==> config.mk <==
export PLATFORM = sky130hd
export DESIGN_NAME = mux_4to1
export DESIGN_NICKNAME = d
export VERILOG_FILES = /design/src/rtl/mux_4to1.sv
export SDC_FILE = /design/constraint.sdc
export NUM_CORES = 1
export LEC_CHECK = 0
export BUFFER_PORTS_ARGS = -buffer_cell sky130_fd_sc_hd__buf_2
export CORE_AREA = 2 2 39 41
export CTS_CLUSTER_DIAMETER = 120
export DETAILED_ROUTE_END_ITERATION = 8
export DIE_AREA = 0 0 41 43
export GPL_ROUTABILITY_DRIVEN = 0
export PLACE_DENSITY = 0.31
export SLEW_MARGIN = 20
export SYNTH_ARGS = -nofsm -noshare
export SYNTH_HDL_FRONTEND = slang
export SYNTH_SLANG_ARGS = --single-unit
==> constraint.sdc <==
create_clock -name clk -period 0.9 [get_ports clk]
set_input_delay 0.045 -clock clk [delete_from_list [all_inputs] [get_ports clk]]
set_output_delay 0.045 -clock clk [all_outputs]
set_load 0.02 [all_outputs]
==> src/rtl/mux_4to1.sv <==
`default_nettype none
// ============================================================================
//  Module   : mux_4to1
//  Purpose  : Single-bit 4-to-1 data selector. Provides a purely combinational
//             output plus a registered copy of that output and a one-cycle
//             pulse that flags a change of the registered select value.
//
//  Ports    : clk      in   1  system clock, rising-edge active
//             rst      in   1  synchronous active-high reset
//             A        in   1  select MSB
//             B        in   1  select LSB
//             s0..s3   in   1  data inputs, chosen by {A,B} = 0..3
//             F        out  1  combinational mux output
//             F_q      out  1  mux output registered on rising clk
//             sel_chg  out  1  high for one cycle after a new select is sampled
//
//  Revision : 1.0  initial release
// ============================================================================
module mux_4to1 (
    input  logic clk,
    input  logic rst,
    input  logic A,
    input  logic B,
    input  logic s0,
    input  logic s1,
    input  logic s2,
    input  logic s3,
    output logic F,
    output logic F_q,
    output logic sel_chg
);

    // ------------------------------------------------------------------------
    // Combinational path
    // ------------------------------------------------------------------------
    logic [1:0] sel_d;
    logic [1:0] sel_q;
    logic       f_d;
    logic       sel_chg_d;

    assign sel_d = {A, B};

    // Nested conditional operators give the simulator's natural X-merging
    // behaviour when a select bit is unknown; a case statement would instead
    // fall through to a default and hide that.
    assign F = A ? (B ? s3 : s2) : (B ? s1 : s0);

    // ------------------------------------------------------------------------
    // Registered path next-state
    // ------------------------------------------------------------------------
    assign f_d       = F;
    // Compared against the previously sampled select; sel_q resets to 00, so
    // leaving reset with sel = 00 produces no pulse.
    assign sel_chg_d = (sel_d != sel_q);

    always_ff @(posedge clk) begin
        if (rst) begin
            F_q     <= 1'b0;
            sel_q   <= 2'b00;
            sel_chg <= 1'b0;
        end else begin
            F_q     <= f_d;
            sel_q   <= sel_d;
            sel_chg <= sel_chg_d;
        end
    end

endmodule
`default_nettype wire

# Word-level counts from Yosys, hierarchy flattened

Cells that the tools add are included.

Equal/unequal tests: 1
Muxes and demuxes: 3

Operators by type and width:

| operator     | number |
|---|---|
| $mux W1      | 3 |
| $ne A2 B2 Y1 | 1 |

Register bits after elaboration: 4
Input port bits: 8
Word-level logic and storage cells: 7

# Longest topological paths before layout

Gate-level depths: netlist of the first run.

Word-level depth: 2
Gate-level depth with buffers: 2
Mapped depth without buffers: 2

# Worst setup path after synthesis of the first run

OpenSTA, ideal clock, no wires.

Path type: in2reg
Start point: in B
End point: reg F_q
Data arrival time: 0.755 ns
Data required time: 0.788 ns
Path slack: 0.033 ns
Stages on the path: 2
Buffers on the path: 0
Path through: mux4_2 nor2b_4

Word-level cells in the longest chain between the ends: 2
Elaborated cells between the ends (all ways): 3
Those cells by class: 3 x mux

Ends and longest elaborated chain:

| item                 | RTL line | RTL |
|---|---|---|
| start, declared      | 23       | `input logic B,` |
| $mux W1              | 46       | `assign F = A ? (B ? s3 : s2) : (B ? s1 : s0);` |
| $mux W1 (*)          | 46       |  |
| end signal, assigned | 58       | `F_q <= 1'b0;` |
| end signal, assigned | 62       | `F_q <= f_d;` |
| end, declared        | 29       | `output logic F_q,` |

Every way passes the cells marked *; elsewhere a longest branch is shown, timed or not.
A chain may end at the register's enable or synchronous reset.

# Final worst setup path of the first run

Start point: in B
End point: out F

Word-level cells in the longest chain between the ends: 2
Elaborated cells between the ends (all ways): 3
Those cells by class: 3 x mux

Ends and longest elaborated chain:

| item          | RTL line | RTL |
|---|---|---|
| $mux W1       | 46       |  |
| $mux W1 (*)   | 46       |  |
| end, declared | 28       | `output logic F,` |

Marked as above.

==> impl_table.tex, run 1 <==
\begin{tabular}{lr}
\hline
Metric & Value \\
\hline
\multicolumn{2}{l}{\textbf{Power}} \\
\quad Pwr dens & 1950 nW/µm² \\
\quad Max VDD drop & 0.305 mV \\
\quad Leakage power figure & approximately 0.12 nW \\
\multicolumn{2}{l}{\textbf{Floorplan}} \\
\quad Die W & 41 µm \\
\quad Die H & 43 µm \\
\quad Top-Level Pins & 11 \\
\quad Area of the core region & 1380 µm² \\
\quad Number of placement rows & 14 \\
\quad Initial core utilization & 10.9\% \\
\quad Die footprint & 1760 µm² \\
\multicolumn{2}{l}{\textbf{GRT}} \\
\quad First-pass GRT wire length & 448 µm \\
\quad Total global routing track utilization & 4.43\% \\
\quad Number of global-route vias before repair & 137 \\
\quad Initial antenna violation count & 0 \\
\quad Remaining global-route overflow & 0 \\
\quad Pin count of the biggest net entering global routing & 5 \\
\multicolumn{2}{l}{\textbf{Timing}} \\
\quad Relative slew slack & between 90\% and 100\% \\
\quad Post-route minimum period & just under 0.9 ns \\
\quad Worst Skew & 0.00364 ns \\
\quad Setup TNS after final layout & 0 ns \\
\quad Fin crit share & 96.7\% \\
\quad Unrepaired setup endpoints after global routing & false \\
\quad Count of endpoints failing setup in the final report & 0 \\
\quad Final count of hold timing violations & 0 \\
\quad Final Hold Slack & 0.0379 ns \\
\quad Highest Clock Rate & around 1.1 GHz \\
\quad Final Slew Violations & 0 \\
\quad Pin slew with the least headroom to its limit & 0.123 ns \\
\quad Post-route setup slack & 0.0299 ns \\
\multicolumn{2}{l}{\textbf{Clocking}} \\
\quad Hold buffer count at cts & 0 \\
\quad CTS H-tree depth & 1 \\
\quad Clk Tree Root Cell & clkbuf\_4 \\
\quad TritonCTS clock tree & done \\
\quad PostCTS Resize Cnt & 0 \\
\quad Latest clock arrival within the worst-skew pair & 0.23 ns \\
\quad Number of buffers between clock root and the deepest sink & 2 \\
\quad Clock tree sinks & 4 \\
\quad Num CTS Buffers & 3 \\
\quad Setup Buffers After CTS & 0 \\
\quad CTS clk-pin slew, worst paths & 0.04 ns \\
\multicolumn{2}{l}{\textbf{Logic synthesis}} \\
\quad Post-synth net total & 19 \\
\quad Combinational family with the most area after synthesis & simple AND/OR/NAND/NOR gates \\
\quad Total standard cell area after synthesis & 151 µm² \\
\quad Fraction of the yosys area taken by sequential cells & 52.9\% \\
\quad Share of Yosys cell area claimed by the top area cell type & 52.9\% \\
\quad Top cells by area in the synthesized netlist & dfxtp\_1 53\%, mux4\_2 15\%, xnor2\_1 12\% \\
\quad Cells after Synth & 11 \\
\quad Synth Area in Simple Gates & around 17\% \\
\quad Post-synth top area cell & dfxtp\_1 \\
\quad Mean instance size in the synthesized netlist & $\sim$14 µm² \\
\quad Synthesis warning total & 0 \\
\quad Share of the synthesized netlist area taken by xor and xnor gates & 11.6\% \\
\quad Adder and majority gate portion of the synthesized area & 0\% \\
\quad Number of unique standard cell types used by synthesis & 6 \\
\quad Mux cell area share after synthesis & between 10\% and 20\% \\
\quad Synth Area in Compound Gates & 3.31\% \\
\quad Number of flip-flops and latches in the synthesized netlist & 4 \\
\multicolumn{2}{l}{\textbf{Status}} \\
\quad Result of the run & finished clean \\
\multicolumn{2}{l}{\textbf{Drt}} \\
\quad Iteration-0 DRC Markers & 2 \\
\quad Post-detailed-route via-to-cell ratio & 3.22 \\
\quad Total number of vias & roughly 130 \\
\quad Initial DRT Pass Iterations & 4 \\
\quad Routed wire length & approximately 300 µm \\
\quad Remaining antenna violation count after routing & 0 \\
\quad Post-route DRC violation count & 0 \\
\quad Routed wire per std cell & between 7 and 8 µm \\
\multicolumn{2}{l}{\textbf{Job}} \\
\quad Number of max-cap violations & 0 \\
\multicolumn{2}{l}{\textbf{Worst setup path}} \\
\quad Cell family with most CP delay & multiplexers \\
\quad Endpoint arrival time on the critical path & 0.83 ns \\
\quad CP most frequent cell & buf\_2 \\
\quad CP max stage delay & 0.50 ns \\
\quad Reg-to-Reg Start & sel\_q[1] \\
\quad Worst path buffer plus inverter count & 2 \\
\quad Crit. Startpoint & B \\
\quad Cell with the biggest individual delay on the critical path & mux4\_2 \\
\quad Category of the critical setup timing path & input port to primary output \\
\quad Type of origin of the critical path & input port \\
\quad Cell breakdown of the critical path & buf\_2 > mux4\_2 > buf\_2 \\
\quad Required time of the critical path & 0.85 ns \\
\quad Largest fanout on the critical path & 2 \\
\quad Critical Path End Type & primary output \\
\multicolumn{2}{l}{\textbf{Final layout}} \\
\quad Count of inserted antenna diode cells & 0 \\
\quad Design Area, Final & 251 µm² \\
\quad Non-filler cells in the finished layout & $\sim$40 \\
\quad Fin nets & 35 \\
\quad Layout cells sized above 1 & 64.0\% \\
\quad Area delta synth->final & 66.1\% \\
\multicolumn{2}{l}{\textbf{Placement}} \\
\quad Buffers on Ports & 10 \\
\quad Cell Count Post-Placement & 38 \\
\quad Post-placement setup slack & -0.00437 ns \\
\quad Placed Instance Area & between 200 and 250 µm² \\
\multicolumn{2}{l}{\textbf{Worst hold path}} \\
\quad Startpoint of the lowest-slack hold path & rst \\
\quad Hold WC Path Type & input port to flop \\
\hline
\end{tabular}
## final timing paths
path | to | slack, ns | cells after the start
worst max-delay path | F | 0.03 | 3
worst min-delay path | F_q | 0.04 | 2
worst max register to register | sel_chg | 0.27 | 2
worst min register to register | sel_chg | 0.54 | 2
## Yosys cell counts
| cell | instances |
|---|---|
| a21oi_1 | 1 |
| dfxtp_1 | 4 |
| mux4_2 | 1 |
| nor2b_1 | 2 |
| nor2b_4 | 1 |
| xnor2_1 | 2 |
## cells in the final DEF (no fill, tap or decap)
cell type / synthesis / layout
a21oi_1: 1 / 1
buf_2: 0 / 10
buf_4: 0 / 1
clkbuf_4: 0 / 3
dfxtp_1: 4 / 4
mux4_2: 1 / 1
nor2b_1: 2 / 2
nor2b_4: 1 / 1
xnor2_1: 2 / 2
## area by class of cell
type                            count  area (µm²)
Clock buffer                        3        22.5
Fill cell                         168        1130
Multi-Input combinational cell      7        71.3
Sequential cell                     4        80.1
Tap cell                           16        20.0
Timing Repair Buffer               11        57.6
## metal layers
layer,up-vias,routed length [µm],global-route usage (%)
met5,-,0,0
met4,0,0,8.00
met3,0,6,1.57
met2,1,232,6.25
met1,66,57,2.91
li1,65,-,-
## power by group
group	switching (mW)	internal, mW
Clock	0.0671	0.149
Sequential	0.00306	0.191
Combinational	0.0375	0.0435
## metrics by stage
stage,power (mW),utilization (%)
2_1_floorplan,0.242,-
3_3_place_gp,0.279,16.5
3_5_place_dp,0.279,16.5
4_1_cts,0.510,18.2
5_1_grt,0.521,18.2
6_report,0.491,18.2
## registers in the layout, summed over array words and instances (netlist names)
name     count
F_q          1
sel_chg      1
sel_q        2
## cells by family (layout without fill, tap and decap cells)
kind of cell | Yosys count | count (layout)
DFF | 4 | 4
and+or+nand+nor | 3 | 3
xor gates and xnor gates | 2 | 2
AOI/OAI and AO/OA | 1 | 1
muxes | 1 | 1
buffers and inverters | 0 | 14
## worst reg2reg max path: cells and delay by family, from the launching register on
kind	cells	cell delay (ns)
flops	1	0.30
xor+xnor	1	0.13
compound gates	1	0.08
(Power assumes the default switching activity.)
==> run 2: changes to the inputs <==
- BUFFER_PORTS_ARGS: -buffer_cell sky130_fd_sc_hd__buf_2 -> default
- CAP_MARGIN: default -> 20
- DONT_BUFFER_PORTS: default -> 1
- PLACE_DENSITY: 0.31 -> 0.3
==> impl_table.tex, run 2 (synthesis results as in run 1) <==
\begin{tabular}{lr}
\hline
Metric & Value \\
\hline
\multicolumn{2}{l}{\textbf{Status}} \\
\quad Result of the run & finished clean \\
\multicolumn{2}{l}{\textbf{Job}} \\
\quad Number of max-cap violations & 0 (unchanged) \\
\multicolumn{2}{l}{\textbf{Clocking}} \\
\quad Clock tree sinks & 4 (unchanged) \\
\quad Number of buffers between clock root and the deepest sink & 2 (unchanged) \\
\quad Latest clock arrival within the worst-skew pair & 0.23 ns (about the same) \\
\quad TritonCTS clock tree & done \\
\quad Num CTS Buffers & 3 (unchanged) \\
\quad CTS clk-pin slew, worst paths & 0.04 ns (about the same) \\
\quad Clk Tree Root Cell & clkbuf\_4 \\
\quad CTS H-tree depth & 1 (unchanged) \\
\quad PostCTS Resize Cnt & 0 (unchanged) \\
\multicolumn{2}{l}{\textbf{Timing}} \\
\quad Post-route minimum period & 0.752 ns (-0.118 ns) \\
\quad Pin slew with the least headroom to its limit & 0.216 ns (+0.0929 ns) \\
\quad Final count of hold timing violations & 0 (unchanged) \\
\quad Setup TNS after final layout & 0 ns (unchanged) \\
\quad Final Slew Violations & 0 (unchanged) \\
\quad Fin crit share & 83.6\% (-13 points) \\
\quad Post-route setup slack & 0.148 ns (+0.118 ns) \\
\quad Highest Clock Rate & 1.33 GHz (+16\%) \\
\quad Worst Skew & 0.000235 ns (-0.00341 ns) \\
\quad Final Hold Slack & 0.0284 ns (-0.00946 ns) \\
\quad Count of endpoints failing setup in the final report & 0 (unchanged) \\
\quad Relative slew slack & 85.5\% (-6.2 points) \\
\quad Unrepaired setup endpoints after global routing & false \\
\multicolumn{2}{l}{\textbf{Floorplan}} \\
\quad Die H & 43 µm (unchanged) \\
\quad Top-Level Pins & 11 (unchanged) \\
\quad Die W & 41 µm (unchanged) \\
\quad Die footprint & 1760 µm² (unchanged) \\
\quad Area of the core region & 1380 µm² (unchanged) \\
\quad Number of placement rows & 14 (unchanged) \\
\quad Initial core utilization & 10.9\% (unchanged) \\
\multicolumn{2}{l}{\textbf{Worst setup path}} \\
\quad Critical Path End Type & primary output \\
\quad Worst path buffer plus inverter count & 1 (-1) \\
\quad Required time of the critical path & 0.85 ns (about the same) \\
\quad Type of origin of the critical path & input port \\
\quad Cell count of the worst reg-to-reg path & 2 (unchanged) \\
\quad Endpoint arrival time on the critical path & 0.71 ns (-0.12 ns) \\
\quad CP max stage delay & 0.49 ns (about the same) \\
\quad Instance count on the critical path & 2 (-1) \\
\quad Largest fanout on the critical path & 3 (+1) \\
\quad Cell family with most CP delay & multiplexers \\
\quad Cell with the biggest individual delay on the critical path & mux4\_2 \\
\quad Cell breakdown of the critical path & mux4\_2 > buf\_4 \\
\quad Category of the critical setup timing path & input port to primary output \\
\multicolumn{2}{l}{\textbf{Final layout}} \\
\quad Fin nets & 28 (-20\%) \\
\quad Most frequent cells in the layout & 4 x dfxtp\_1, 3 x clkbuf\_4, 3 x dlygate4sd3\_1, 2 x nor2b\_1, 2 x xnor2\_1 \\
\quad Non-filler cells in the finished layout & 34 (-17\%) \\
\quad Largest Register & sel\_q \\
\quad Largest registers in the final layout & sel\_q: 2 flops, F\_q: 1 flops, sel\_chg: 1 flops \\
\quad Max reg flops & 2 (unchanged) \\
\quad Fill cell total of the finished layout & 158 (-6.0\%) \\
\quad Most common cell after layout, fill and taps aside & dfxtp\_1 \\
\quad Layout cells sized above 1 & 33.3\% (-31 points) \\
\quad Count of inserted antenna diode cells & 0 (unchanged) \\
\quad Area delta synth->final & 52.9\% \\
\multicolumn{2}{l}{\textbf{GRT}} \\
\quad First-pass GRT wire length & 579 µm (+29\%) \\
\quad Initial antenna violation count & 0 (unchanged) \\
\quad Total global routing track utilization & 5.95\% (+1.5 points) \\
\quad Remaining global-route overflow & 0 (unchanged) \\
\quad Pin count of the biggest net entering global routing & 5 (unchanged) \\
\quad Number of global-route vias before repair & 157 (+15\%) \\
\multicolumn{2}{l}{\textbf{Drt}} \\
\quad Routed wire per std cell & 9.47 µm (+31\%) \\
\quad Remaining antenna violation count after routing & 0 (unchanged) \\
\quad Iteration-0 DRC Markers & 0 (-2) \\
\quad Post-route DRC violation count & 0 (unchanged) \\
\quad Initial DRT Pass Iterations & 1 (-3) \\
\quad Total number of vias & 114 (-14\%) \\
\quad Routed wire length & 322 µm (+8.4\%) \\
\quad Post-detailed-route via-to-cell ratio & 3.35 (+4.1\%) \\
\multicolumn{2}{l}{\textbf{Power}} \\
\quad Leakage power figure & 0.0876 nW (-24\%) \\
\quad Max VDD drop & 0.858 mV (+180\%) \\
\quad Pwr dens & 2080 nW/µm² (+6.8\%) \\
\multicolumn{2}{l}{\textbf{Worst hold path}} \\
\quad Hold path depth & 2 (unchanged) \\
\quad Hold WC Path Type & input port to flop \\
\multicolumn{2}{l}{\textbf{Placement}} \\
\quad Buffers on Ports & 0 (-10) \\
\quad Post-placement setup slack & 0.111 ns (+0.115 ns) \\
\quad Cell Count Post-Placement & 28 (-26\%) \\
\hline
\end{tabular}
-- run 2: power breakdown --
| group | leakage, nW | switching (mW) | internal (mW) | total [mW] |
|---|---|---|---|---|
| combinational | 0.0404 | 0.0198 | 0.0366 | 0.0564 |
| clock | 0.0138 | 0.0711 | 0.149 | 0.220 |
| sequential | 0.0334 | 0.0147 | 0.191 | 0.206 |
| total | 0.0876 | 0.106 | 0.377 | 0.482 |
-- run 2: layer usage --
metal | up-vias | GRT usage [%] | routed length [µm]
li1 | 51 | - | -
met1 | 47 | 4.23 | 137
met2 | 14 | 7.50 | 98
met3 | 2 | 6.81 | 71
met4 | 0 | 6.00 | 14
met5 | - | 0 | 0
-- run 2: path summary, 6_finish.rpt --
check	slack (ns)	startpoint	endpoint
setup reg to reg	0.26	sel_q[1]	sel_chg
setup / recovery	0.15	B	F
hold / removal	0.03	A	sel_chg
hold reg to reg	0.55	sel_q[0]	sel_chg
-- run 2: final cells by class --
class	instances	area (µm²)	share of cell area, %
flip-flops and latches	4	80.1	34.6
clock buffers	3	22.5	9.73
multi-input cells	7	71.3	30.8
well taps	16	20.0	8.65
repair buffers	4	37.5	16.2
-- run 2: per-stage QoR --
stage / instance area, µm² / total power, mW / utilization [%]
final: 231 / 0.482 / 16.7
after global routing: 231 / 0.514 / 16.7
after CTS: 231 / 0.493 / 16.7
after detailed placement: 179 / 0.253 / 12.9
after global placement: 179 / 0.252 / 12.9
after floorplan: 151 / 0.242 / -
-- run 2: repair_timing --
| item | 4_1_cts | 5_1_grt |
|---|---|---|
| setup buffers | 0 | 0 |
| hold endpoints to repair | 4 | 0 |
| hold buffers | 3 | 0 |
